`config.mk`:
```
export PLATFORM = sky130hd
export DESIGN_NAME = coffee_controller
export DESIGN_NICKNAME = d
export VERILOG_FILES = /design/src/rtl/coffee_controller.sv
export SDC_FILE = /design/constraint.sdc
export NUM_CORES = 1
export LEC_CHECK = 0
export CAP_MARGIN = 20
export CORE_MARGIN = 8
export CORE_UTILIZATION = 35
export CTS_BUF_LIST = sky130_fd_sc_hd__clkbuf_4
export DETAILED_ROUTE_END_ITERATION = 16
export GPL_TIMING_DRIVEN = 0
export REMOVE_ABC_BUFFERS = 1
export SYNTH_ARGS = -nofsm -noshare
export SYNTH_HDL_FRONTEND = slang
export SYNTH_SLANG_ARGS = --single-unit
```
`constraint.sdc`:
```
create_clock -name clk -period 1.71 [get_ports clk]
set_clock_uncertainty 0.1 [all_clocks]
set_input_delay 0.342 -clock clk [delete_from_list [all_inputs] [get_ports clk]]
set_output_delay 0.342 -clock clk [all_outputs]
set_load 0.005 [all_outputs]
```
`src/rtl/coffee_controller.sv`:
```
// Coffee machine front panel: button conditioning, drink selection,
// timed recipe FSM and display/LED decode. Optional macro: COFFEE_ABORT_EN.

// Synchronizes, debounces and edge-detects one active-low button.
module coffee_debounce #(
    parameter int DEBOUNCE_CYCLES = 8
) (
    input  logic clk,
    input  logic reset,
    input  logic btn_n,
    output logic press
);
    localparam int CW = $clog2(DEBOUNCE_CYCLES + 1);

    logic          sync1_q, sync2_q;
    logic          level_q, level_d;
    logic [CW-1:0] cnt_q, cnt_d;
    logic          press_q, press_d;

    // Accept a new level after enough identical samples; flag falling edges.
    always_comb begin
        level_d = level_q;
        cnt_d   = '0;
        if (sync2_q != level_q) begin
            if (cnt_q == CW'(DEBOUNCE_CYCLES - 1)) begin
                level_d = sync2_q;
            end else begin
                cnt_d = cnt_q + 1'b1;
            end
        end
        press_d = level_q & ~level_d;
    end

    // Synchronizer and debounce state; idle level is released (1).
    always_ff @(posedge clk or posedge reset) begin
        if (reset) begin
            sync1_q <= 1'b1;
            sync2_q <= 1'b1;
            level_q <= 1'b1;
            cnt_q   <= '0;
            press_q <= 1'b0;
        end else begin
            sync1_q <= btn_n;
            sync2_q <= sync1_q;
            level_q <= level_d;
            cnt_q   <= cnt_d;
            press_q <= press_d;
        end
    end

    assign press = press_q;
endmodule

module coffee_controller #(
    parameter int DEBOUNCE_CYCLES = 8,
    parameter int STEP_CYCLES     = 400
) (
    input  logic       clk,
    input  logic       reset,
    input  logic       next_button,
    input  logic       select_button,
    output logic [6:0] seg_type,
    output logic [6:0] seg_state,
    output logic [4:0] led
);
    typedef enum logic [3:0] {
        ST_IDLE = 4'd0,
        ST_A    = 4'd3,
        ST_C    = 4'd4,
        ST_L    = 4'd5,
        ST_U    = 4'd6,
        ST_E    = 4'd7,
        ST_F    = 4'd8
    } state_t;

    localparam logic [1:0] SEL_ESP = 2'b00;
    localparam logic [1:0] SEL_LAT = 2'b01;
    localparam logic [1:0] SEL_CAP = 2'b10;
    localparam int         TW      = $clog2(STEP_CYCLES);

    logic          next_pulse, select_pulse;
    state_t        display_state, display_state_d;
    logic [1:0]    coffee_sel, coffee_sel_d;
    logic [1:0]    recipe_q, recipe_d;
    logic [TW-1:0] timer_q, timer_d;
    logic          step_done;

    coffee_debounce #(.DEBOUNCE_CYCLES(DEBOUNCE_CYCLES)) u_next_db (
        .clk   (clk),
        .reset (reset),
        .btn_n (next_button),
        .press (next_pulse)
    );

    coffee_debounce #(.DEBOUNCE_CYCLES(DEBOUNCE_CYCLES)) u_select_db (
        .clk   (clk),
        .reset (reset),
        .btn_n (select_button),
        .press (select_pulse)
    );

    assign step_done = (timer_q == TW'(STEP_CYCLES - 1));

    // Next-state: selection in IDLE, recipe stepping and stage timer.
    always_comb begin
        display_state_d = display_state;
        coffee_sel_d    = coffee_sel;
        recipe_d        = recipe_q;
        timer_d         = timer_q + 1'b1;
        unique case (display_state)
            ST_IDLE: begin
                timer_d = '0;
                if (select_pulse) begin
                    recipe_d        = coffee_sel;
                    display_state_d = ST_A;
                end else if (next_pulse) begin
                    unique case (coffee_sel)
                        SEL_ESP: coffee_sel_d = SEL_LAT;
                        SEL_LAT: coffee_sel_d = SEL_CAP;
                        default: coffee_sel_d = SEL_ESP;
                    endcase
                end
            end
            ST_A: if (step_done) display_state_d = ST_C;
            ST_C: if (step_done)
                display_state_d = (recipe_q == SEL_ESP) ? ST_U : ST_L;
            ST_L: if (step_done)
                display_state_d = (recipe_q == SEL_CAP) ? ST_E : ST_U;
            ST_E: if (step_done) display_state_d = ST_U;
            ST_U: if (step_done) display_state_d = ST_F;
            ST_F: if (step_done) display_state_d = ST_IDLE;
            default: display_state_d = ST_IDLE;
        endcase
`ifdef COFFEE_ABORT_EN
        if (display_state != ST_IDLE && next_pulse) begin
            display_state_d = ST_IDLE;
        end
`endif
        if (display_state_d != display_state) begin
            timer_d = '0;
        end
    end

    // Controller state registers.
    always_ff @(posedge clk or posedge reset) begin
        if (reset) begin
            display_state <= ST_IDLE;
            coffee_sel    <= SEL_ESP;
            recipe_q      <= SEL_ESP;
            timer_q       <= '0;
        end else begin
            display_state <= display_state_d;
            coffee_sel    <= coffee_sel_d;
            recipe_q      <= recipe_d;
            timer_q       <= timer_d;
        end
    end

    // Drink letter decoded from the registered selection.
    always_comb begin
        unique case (coffee_sel)
            SEL_LAT: seg_type = 7'b1000111;
            SEL_CAP: seg_type = 7'b1000110;
            default: seg_type = 7'b0000110;
        endcase
    end

    // Stage letter and ingredient LEDs decoded from the registered stage.
    always_comb begin
        seg_state = 7'b0111111;
        led       = 5'b00000;
        unique case (display_state)
            ST_A: begin seg_state = 7'b0001000; led = 5'b00001; end
            ST_C: begin seg_state = 7'b1000110; led = 5'b00010; end
            ST_L: begin seg_state = 7'b1000111; led = 5'b00100; end
            ST_U: begin seg_state = 7'b1000001; led = 5'b01000; end
            ST_E: begin seg_state = 7'b0000110; led = 5'b10000; end
            ST_F: begin seg_state = 7'b0001110; led = 5'b11111; end
            default: begin seg_state = 7'b0111111; led = 5'b00000; end
        endcase
    end
endmodule

```
==> results.md, run 1 <==
Floorplanning:
- The initial utilization of the core area, before any placement, comes to around 36%.
- The y dimension of the die is 88.3 microns.
- The die span in x is 88.3 microns.
- The placement row count is 26.
- During I/O placement, the number of pins put on the boundary was 23.
- After floorplanning, the core was sized to cover roughly 0.0051 sq mm.
- The area enclosed by the die boundary is about 0.008 sq mm.

Route:
- The via-per-instance ratio is about 4.9.
- The wire length reported by the detailed router is 4.33 mm.
- For this run, design rule violations remaining after detail routing come to 0.
- The initial DRC count is 49.
- After detailed routing, the average wire length per cell comes to about 14 microns.
- The post-route antenna net violation count is 0.
- The number of iterations in the first detailed-routing pass is 4.
- Across all layers, the routed design uses about 1,500 vias.

Clocking:
- The H-tree was split into 2 levels.
- Clock-pin slew was measured on the worst setup and hold paths at roughly 0.11 ns.
- TritonCTS built the clock tree.
- The number of CTS-inserted buffers is 5.
- The clock latency on the worst-skew pair is 0.33 ns.
- The clock passes through at most 2 buffers.
- The number of sinks driven by the clock tree is 33.
- Hold repair after CTS inserted 0 buffers.
- The buffer cell driving the clock tree root is clkbuf_4.

Global route:
- Summed over all layers, the global routing overflow is 0.
- The number of antenna violations at the first check in global routing is 0.
- The pin count of the biggest net entering global routing is 24.
- The via count of the first global-routing pass is roughly 1,600.
- The total routing usage reported by global routing is between 10% and 20%.
- The global-route wire length before repair is 7.22 mm.

Setup path:
- STA puts the critical path data required time at around 1.3 ns.
- STA classifies the critical path startpoint as a register.
- The buffers plus inverters on the worst setup path is 3.
- Data on the critical path arrives at its endpoint at 1.54 ns.
- The critical path runs through a total of 5 cells.
- Walking the worst path, the cells encountered are buf_6, nor4_4, buf_4, a21oi_1, buf_2.
- The critical-path cell with the highest stage delay is dfrtp_2.
- The classification of the worst setup path is reg -> out.
- The capturing element type of the critical path is a primary output.
- On the critical path the largest part of the delay comes from flip-flops.
- For this run, the slowest stage of the critical path takes 0.45 ns.
- Measured in cells, the most critical reg-to-reg path has a length of 9.
- In this run the worst path has a maximum fanout of 3.

STA:
- The final period utilization is 116%.
- The smallest hold slack is between 0.2 and 0.25 ns.
- Based on the critical path, the design can be clocked at up to between 500 and 600 MHz.
- The accumulated negative setup slack is -3.98 ns.
- Setup repair after global routing could not meet its margin everywhere.
- The setup slack of the critical path after layout is -0.268 ns.
- The number of hold-slack violations in the final timing report was 0.
- Setup violations remaining at the end of the flow were counted as 23.
- The final period demand of the worst path is ~2.0 ns.
- The number of max-slew violations in the final report was 0.

Synth:
- The number of warning messages in the yosys log is 0.
- The top flip-flop cell by instance count after synthesis is dfrtp_1.
- For this run, asynchronously set or reset flops after synthesis account for between 90% and 100%.
- Summing the sequential cell areas from Yosys gives ~46% of the chip area.
- The biggest area consumer among synthesized cells is dfrtp_1.
- The number of register bits inferred by synthesis is 33.
- The mapped netlist covers about 0.0018 sq mm.
- The netlist uses 44 different library cells.
- The number of synthesized flops with an enable pin is 0.
- Synthesis produced a netlist whose cell count is approximately 180.
- By area the synthesized netlist is led by dfrtp_1 37%, dfstp_2 8.6%, nor2_1 4.7%, xnor2_1 3.8%, ha_1 3.4%.
- Of the post-synthesis cell area, the dominant cell type holds 36.9%.
- Dividing the synthesized area by the synthesized cell count gives 10.1 sq um.

Placement:
- Routability-driven placement finished with a final weighted congestion of about 0.74.
- In this run the tool buffered the top-level ports with 17 buffer cells.
- The HPWL reported at the end of detailed placement is ~2.3 mm.

Min path:
- The class of the tightest hold or removal check is in -> async.

Power:
- Power spread over the standard cell area amounts to between 600 and 700 mW/mm^2.
- The cell leakage power is between 0.001 and 0.0015 uW.
- The worst ir drop on vdd is between 0.4 and 0.5 mV.

Status:
- The checks that failed: setup timing.
- The run finished, with violations left.

Layout:
- The share of post-route cells with drive strength above 1 is a little over half.
- The growth of design area from synthesis to finish is 45.7%.
- The number of nets in the finished design is 249.
- The repair_antennas step left the layout with diodes totalling 0.

Job:
- The number of max-capacitance violations reported is 0.
synthesized netlist by cell type, types with 4 or more instances:
master	n
xnor2_1	8
xor2_1	4
nand3_1	7
inv_1	8
clkbuf_1	4
nor3_1	8
nor3b_1	5
dfrtp_1	27
dfstp_2	6
buf_4	7
a21oi_1	8
mux2_2	4
ha_1	5
nor2_1	23
nor2b_1	5
o21ai_0	8
nand2_1	9
what timing repair did:
action / 4_1_cts / 5_1_grt
pin swaps: 19 / 11
resized for setup: 112 / 23
setup buffers: 43 / 3
endpoints found under the setup margin: 25 / 25
report_power, final:
group | internal (uW) | leakage [uW] | switching [uW]
clock network | 320 | 0.0000433 | 255
logic | 113 | 0.000715 | 95.2
registers | 880 | 0.000427 | 59.2
routing by layer:
layer  vias up  track usage, %  part of all wire (%)
met2        42            21.0                    51
met4         0            5.84                   2.8
met5         -               0                     0
li1        732               -                     -
met1       739            11.9                    40
met3        15            4.46                   6.6
final cells by class:
class | instances | area [sq um]
well taps | 70 | 87.6
multi-input cells | 129 | 1080
clock inverters | 2 | 33.8
clock buffers | 6 | 45.0
inverters | 8 | 32.5
flip-flops and latches | 33 | 840
repair buffers | 63 | 548
fillers | 450 | 2410
through the flow:
step                      cells  setup slack [ns]  power [uW]  util (%)  cell area [sq um]
after floorplan             170           -0.0630        1100         -               1750
after detailed placement    258            -0.626        1160      40.0               2030
after global routing        311            -0.356        1820      52.6               2670
after global placement      257            -0.635        1140      39.5               2000
final                       311            -0.268        1720      52.6               2670
after CTS                   309            -0.259        1750      50.7               2570
registers in the layout, summed over array words and instances (netlist names):
name                 flops
timer_q                  9
display_state            4
u_next_db.cnt_q          4
u_select_db.cnt_q        4
coffee_sel               2
recipe_q                 2
u_next_db.level_q        1
u_next_db.press          1
u_next_db.sync1_q        1
u_next_db.sync2_q        1
u_select_db.level_q      1
u_select_db.press        1
u_select_db.sync1_q      1
u_select_db.sync2_q      1
cells in the final DEF (no fill, tap or decap), types with 4 or more instances in the layout:
cell type and instances:
mux2_2 4, buf_2 12, o21ai_0 6, nor3_2 4
buf_4 27, nand3_1 6, clkbuf_4 6, a21oi_1 4
nor3_1 4, inv_1 4, xor2_1 4, buf_6 18
dfrtp_1 22, dfrtp_2 5, nand2_1 5, nor3b_1 5
conb_1 5, nor2_1 15, xnor2_1 8, nor2_4 5
dfstp_2 6, a21oi_2 4
path summary, 6_finish.rpt:
path | start | end | slack (ns)
min in group clk | u_select_db.sync1_q | u_select_db.sync2_q | 0.26
worst min-delay path | reset | timer_q[3] | 0.22
worst min register to register | u_select_db.sync1_q | u_select_db.sync2_q | 0.26
worst max register to register | display_state[1] | timer_q[5] | -0.23
max in group asynchronous | reset | u_select_db.level_q | 0.72
worst max-delay path | display_state[2] | seg_state[0] | -0.27
cells by family (layout without fill, tap and decap cells):
group	Yosys count	count (layout)	share of synthesized area, %
simple gates	71	71	21.4
buf+inv	22	79	6.83
mux	7	7	4.37
compound gates	29	29	12.3
xor+xnor	12	12	5.74
other cells	2	5	0.410
fa+ha+maj	5	5	3.42
flops	33	33	45.5
No activity file was read; power rests on OpenSTA's default activity.
==> inputs of run 2 (changes only) <==
--- a/config.mk
+++ b/config.mk
@@ -6,12 +6,13 @@
 export NUM_CORES = 1
 export LEC_CHECK = 0
 export CAP_MARGIN = 20
-export CORE_MARGIN = 8
+export CORE_MARGIN = 10
 export CORE_UTILIZATION = 35
 export CTS_BUF_LIST = sky130_fd_sc_hd__clkbuf_4
 export DETAILED_ROUTE_END_ITERATION = 16
 export GPL_TIMING_DRIVEN = 0
 export REMOVE_ABC_BUFFERS = 1
+export SLEW_MARGIN = 20
 export SYNTH_ARGS = -nofsm -noshare
 export SYNTH_HDL_FRONTEND = slang
 export SYNTH_SLANG_ARGS = --single-unit
==> constraint.sdc (replaced) <==
create_clock -name clk -period 1.71 [get_ports clk]
set_clock_uncertainty 0.1 [all_clocks]
set_input_delay 0.171 -clock clk [delete_from_list [all_inputs] [get_ports clk]]
set_output_delay 0.171 -clock clk [all_outputs]
set_load 0.005 [all_outputs]
==> run 2 against run 1 <==
The flow still finishes with violations (setup timing). Die area rose by 9.3%. Wire length rose by 1.6%. Design area fell by 4.9%. Combinational power fell by 5%. Via count fell by 1.9%. Clock power fell by 25%. Maximum frequency rose by 6.2%. Sequential power barely moved. Critical path depth rose by 2. Register-to-register slack improved by 0.08 ns. Critical endpoint is now timer_q[2]. Highest routed layer unchanged.
==> results.md, run 2 (same netlist as run 1, synthesis figures left out) <==
Route:
- After detailed routing, the number of vias per cell comes to 4.95.
- The detailed router placed around 1,500 vias in this run.
- The number of iterations in the first detailed-routing pass is 4.
- The wire length reported by the detailed router is 4.40 mm.
- The remaining routing DRC violations is 0.
- After detailed routing, the average wire length per cell comes to 14.5 microns.
- The post-route antenna net violation count is 0.
- The initial DRC count is 80.

Setup path:
- The endpoint of the worst setup timing path is timer_q[2].
- The worst register-to-register path has a depth of 7.
- The capturing element type of the critical path is a register.
- At the worst endpoint, the arrival time is roughly 2.0 ns.
- The launching point of the worst reg2reg path is timer_q[0].
- Setup slack on the worst reg-to-reg path comes out at -0.15 ns.
- Of all nets on the critical path, the largest fanout is 4.
- The critical path starts at timer_q[0].
- Data on the critical path is required at its endpoint by between 1.5 and 2 ns.
- STA classifies the critical path startpoint as a register.
- The worst register-to-register path ends at timer_q[2].
- The classification of the worst setup path is reg -> reg.

Status:
- The final reports fail on setup timing.
- The flow ran to the end, but the final reports show violations.

Power:
- VDD sags by at most roughly 0.53 mV.
- The power per cell area is just over 600 mW/mm^2.
- The cell leakage power is roughly 0.0011 uW.
- The overall power consumption is about 1600 uW.

STA:
- Setup repair after global routing could not meet its margin everywhere.
- The number of max-slew violations in the final report is 0.
- Across all setup checks in the final design, the least slack found is -0.152 ns.
- The final period demand of the worst path is 1.86 ns.
- The peak clock frequency supported by timing is 537 MHz.
- Dividing the final minimum period by the clock period gives 109%.
- Headroom to the max-slew limit came out at ~54%.
- Setup violations remaining at the end of the flow were counted as 15.
- At the pin with the least slew margin, the transition time is 0.683 ns.
- The number of hold-slack violations in the final timing report is 0.

Clocking:
- After clock tree synthesis, the clock-pin slew on the worst setup and hold paths is about 0.11 ns.
- The clock latency on the worst-skew pair is approximately 0.34 ns.
- The number of sinks driven by the clock tree is 33.
- The tree is rooted in a clkbuf_4.
- The number of levels the H-tree was split into is 2.
- The number of buffers on the longest clock path is 2.
- TritonCTS built the clock tree.
- Clock tree synthesis inserted a total of 5 buffers.

Layout:
- Relative to the synthesized area, the layout overhead comes to 38.6%.
- The library cells used most frequently in the layout, excluding fill and tap cells, are 24 x buf_4, 21 x dfrtp_1, 16 x nor2_1, 12 x buf_6, 11 x buf_2.
- The register with the most flip-flops is timer_q.
- The library cell used most frequently in the layout, excluding fill and tap cells, is buf_4.
- Of the cells placed in the final design, the portion with a size suffix greater than 1 is 48.1%.
- The number of nets in the finished design is around 240.
- The flip-flop count of the largest register after layout is 9.
- The finished cells cover about 0.0025 sq mm.
- The count of antenna diodes in the layout is 0.

Floorplanning:
- For this configuration, the core starts out at a cell density of 36.1%.
- The placement row count is 26.
- The count of boundary I/O pins is 23.
- The area enclosed by the die boundary is ~0.0085 sq mm.
- The core area is 0.00507 sq mm.
- From left edge to right edge, the die measures approximately 90 microns.
- The die is 92.3 microns tall.

Placement:
- The placed instances occupy a cell area of around 0.0020 sq mm.
- The HPWL reported at the end of detailed placement is about 2.3 mm.
- At the end of routability-driven placement, the weighted congestion stood at between 0.7 and 0.8.
- Input and output buffers added on the ports amount to 17.
- Before CTS, the worst setup slack after placement is -0.467 ns.

Global route:
- The total routing usage reported by global routing is ~9.8%.
- The number of antenna violations at the first check in global routing is 0.
- The via count of the first global-routing pass is ~1,500.
- The first global-routing pass estimated roughly 6.9 mm of wire.
- After global routing the overflow that remains totals 0.
- Entering global routing, the biggest net connects 34 pins.

Min path:
- The tightest min-delay check is of the in -> reg type.

Job:
- Across the run, the number of max-cap violations was 0.
## run 2: changes by cell type in the layout (fill, tap and decap cells not counted), sizes merged
cell / delta
buf: -10
dlygate4sd2: +2
bufinv: -1
clkinv: +1
## run 2: layer usage
layer,GRT usage [%],wire (microns),vias up
li1,-,-,720
met1,10.7,1800,719
met2,16.1,2120,41
met3,4.04,293,19
met4,5.40,184,0
met5,0,0,-
## run 2: through the flow
stage / cells / util (%) / TNS [ns] / hold slack (ns)
floorplan: 170 / - / -0.453 / 0.0755
global placement: 257 / 39.5 / -7.60 / 0.246
detailed placement: 257 / 39.5 / -5.65 / 0.247
CTS: 293 / 46.2 / -1.55 / 0.118
global route: 303 / 50.0 / -3.21 / 0.115
finish: 303 / 50.0 / -1.43 / 0.139
## run 2: cell type report
cell class                      count  area (sq um)
Sequential cell                    33           841
Clock inverter                      2          10.0
Timing Repair Buffer               55           468
Inverter                            8          35.0
Tap cell                           70          87.6
Multi-Input combinational cell    129          1050
Fill cell                         471          2540
Clock buffer                        6          45.0
## run 2: how the worst min path moves through the flow
stage,to,cells after the start,startpoint,slack (ns)
after floorplan,u_next_db.sync1_q,0,next_button,0.08
final,u_next_db.sync1_q,1,next_button,0.14
after global placement,u_next_db.sync2_q,0,u_next_db.sync1_q,0.25
after global routing,u_next_db.sync1_q,1,next_button,0.11
after detailed placement,u_next_db.sync2_q,0,u_next_db.sync1_q,0.25
after CTS,u_next_db.sync1_q,1,next_button,0.12
## run 2: report_power, final
| group | switching, uW | total, uW | internal (uW) |
|---|---|---|---|
| clock | 257 | 429 | 172 |
| combinational | 94.4 | 198 | 103 |
| sequential | 59.8 | 940 | 880 |
## run 2: worst max-delay path, stage by stage (launching register included)
cell and delay [ns]:
dfrtp_1 0.39, ha_2 0.19, and3_4 0.21, nand4_4 0.13, mux2_4 0.35, buf_4 0.15
o21ai_4 0.18, nor3_2 0.07
## run 2: what timing repair did
| item | CTS | global route |
|---|---|---|
| endpoints found under the hold margin | 0 | 0 |
| hold buffers | 0 | 0 |
| pin swaps | 14 | 15 |
| buffers inserted | 28 | 10 |
| resized for setup | 81 | 33 |
| endpoints found under the setup margin | 25 | 22 |
==> edit: new RTL, flow settings as in run 2 <==
Set the parameter `STEP_CYCLES` to 200 (it was 400).
--- a/src/rtl/coffee_controller.sv
+++ b/src/rtl/coffee_controller.sv
@@ -54,5 +54,5 @@
 module coffee_controller #(
     parameter int DEBOUNCE_CYCLES = 8,
-    parameter int STEP_CYCLES     = 400
+    parameter int STEP_CYCLES     = 200
 ) (
     input  logic       clk,
Formal check against the unedited RTL: no difference found for any inputs over 10 cycles, from zero or initial values and one cycle with reset high; that may be too few to reach the edited logic, so the function may still have changed.
==> edit against run 2 <==
The run still ends with negative setup slack left; synthesized area shrank 7.4%; final cell count fell by 2.0%; die area is 5.8% lower; worst setup slack worse by 0.33 ns; cell area fell by 2.7%; first-iteration DRC count rose by 45%; power fell by 0.44%; wire length is 4.6% higher; sequential cell count shrank 1; global-route usage increased by 1.7 points; count of clock-buffer cells in the layout grew 1; critical path type unchanged; largest cell class unchanged; largest power group unchanged; highest routed layer unchanged.
==> edit: results <==
[outcome]
status = "finished with violations"
violations = "negative setup slack"

[logic_synthesis]
synthXorXnorAreaFrac_pct = 5.68
synth_compound_area_share_pct = 12.8
syn-mean-instance-area_um2 = 10.1
synth.area.mux_share_pct = 3.84
yosys.cell_types.count = 42

[timing]
fin_setup_tns_ns = -5.18
worst_slew_pin_slew_ns = 0.663
finalSetupViolations = 22
worst_slack_ns = -0.478

[pwr]
p_leak_uw = 0.00111

[global_route]
grt_max_degree = 33
grt_pass1_vias = 1538
grt_pass1_wl_um = 7210
track_usage_pct = 11.5

[critical_path]
path_max_fanout = 8
r2r-end = "timer_q[5]"

[place]
dpl.hpwl_um = 2460
place_area_um2 = 1890
dpl.cell_count = 242
dp_slack_ns = -0.772

[routing]
met2_length_um = 2440
wl_met1_um = 1720
routedWlPerCell_um = 15.5
drt_iter0_drc = 116
dr_wl_met3_um = 287

[layout]
layout-drive-gt1-share_pct = 49.6
largest_reg_flops = 8
area_delta_synth_final_pct = 45.7

[min_path]
hold_path.class = "in2async"
edit: changes by cell type after synthesis, moves of 3 or more:
cell	change
inv_1	-3
o21ai_0	-3
or3_1	+3
nor3_1	-6
a211oi_1	+9
nor2_1	-6
edit: worst min path at each step:
stage | startpoint | end | slack [ns] | depth (start not counted)
finish | reset | timer_q[2] | 0.14 | 2
global route | next_button | u_next_db.sync1_q | 0.12 | 1
CTS | select_button | u_select_db.sync1_q | 0.13 | 1
detailed placement | u_next_db.sync1_q | u_next_db.sync2_q | 0.25 | 0
global placement | u_select_db.sync1_q | u_select_db.sync2_q | 0.25 | 0
floorplan | next_button | u_next_db.sync1_q | 0.08 | 0
edit: cell families after synthesis:
family,Yosys count
other,2
and+or+nand+nor,63
AOI/OAI and AO/OA,31
adders and majority gates,5
DFF,32
muxes,6
xor gates and xnor gates,11
buffers and inverters,18
edit: critical path, stage by stage (launching register included):
cell and delay (ns):
dfrtp_1 0.39, or4b_4 0.58, nor2_4 0.20, mux2i_2 0.29
nand4_1 0.14, buf_6 0.18, a211oi_2 0.23
edit: timing repair:
action | in CTS | in global routing
setup endpoints to repair | 26 | 26
hold endpoints to repair | 0 | 0
pin swaps | 11 | 15
resized for setup | 79 | 33
buffers inserted | 36 | 13
edit: cell type report:
type,count,area [um^2]
clock buffers,7,52.6
clock inverters,1,3.75
fillers,424,2250
inverters,5,23.8
multi-input cells,121,966
flip-flops and latches,32,813
well taps,67,83.8
repair buffers,64,527
edit: report_power, final:
group	switching (uW)	internal [uW]	total, uW
Sequential	64.4	856	920
Clock	242	190	432
Combinational	101	106	207
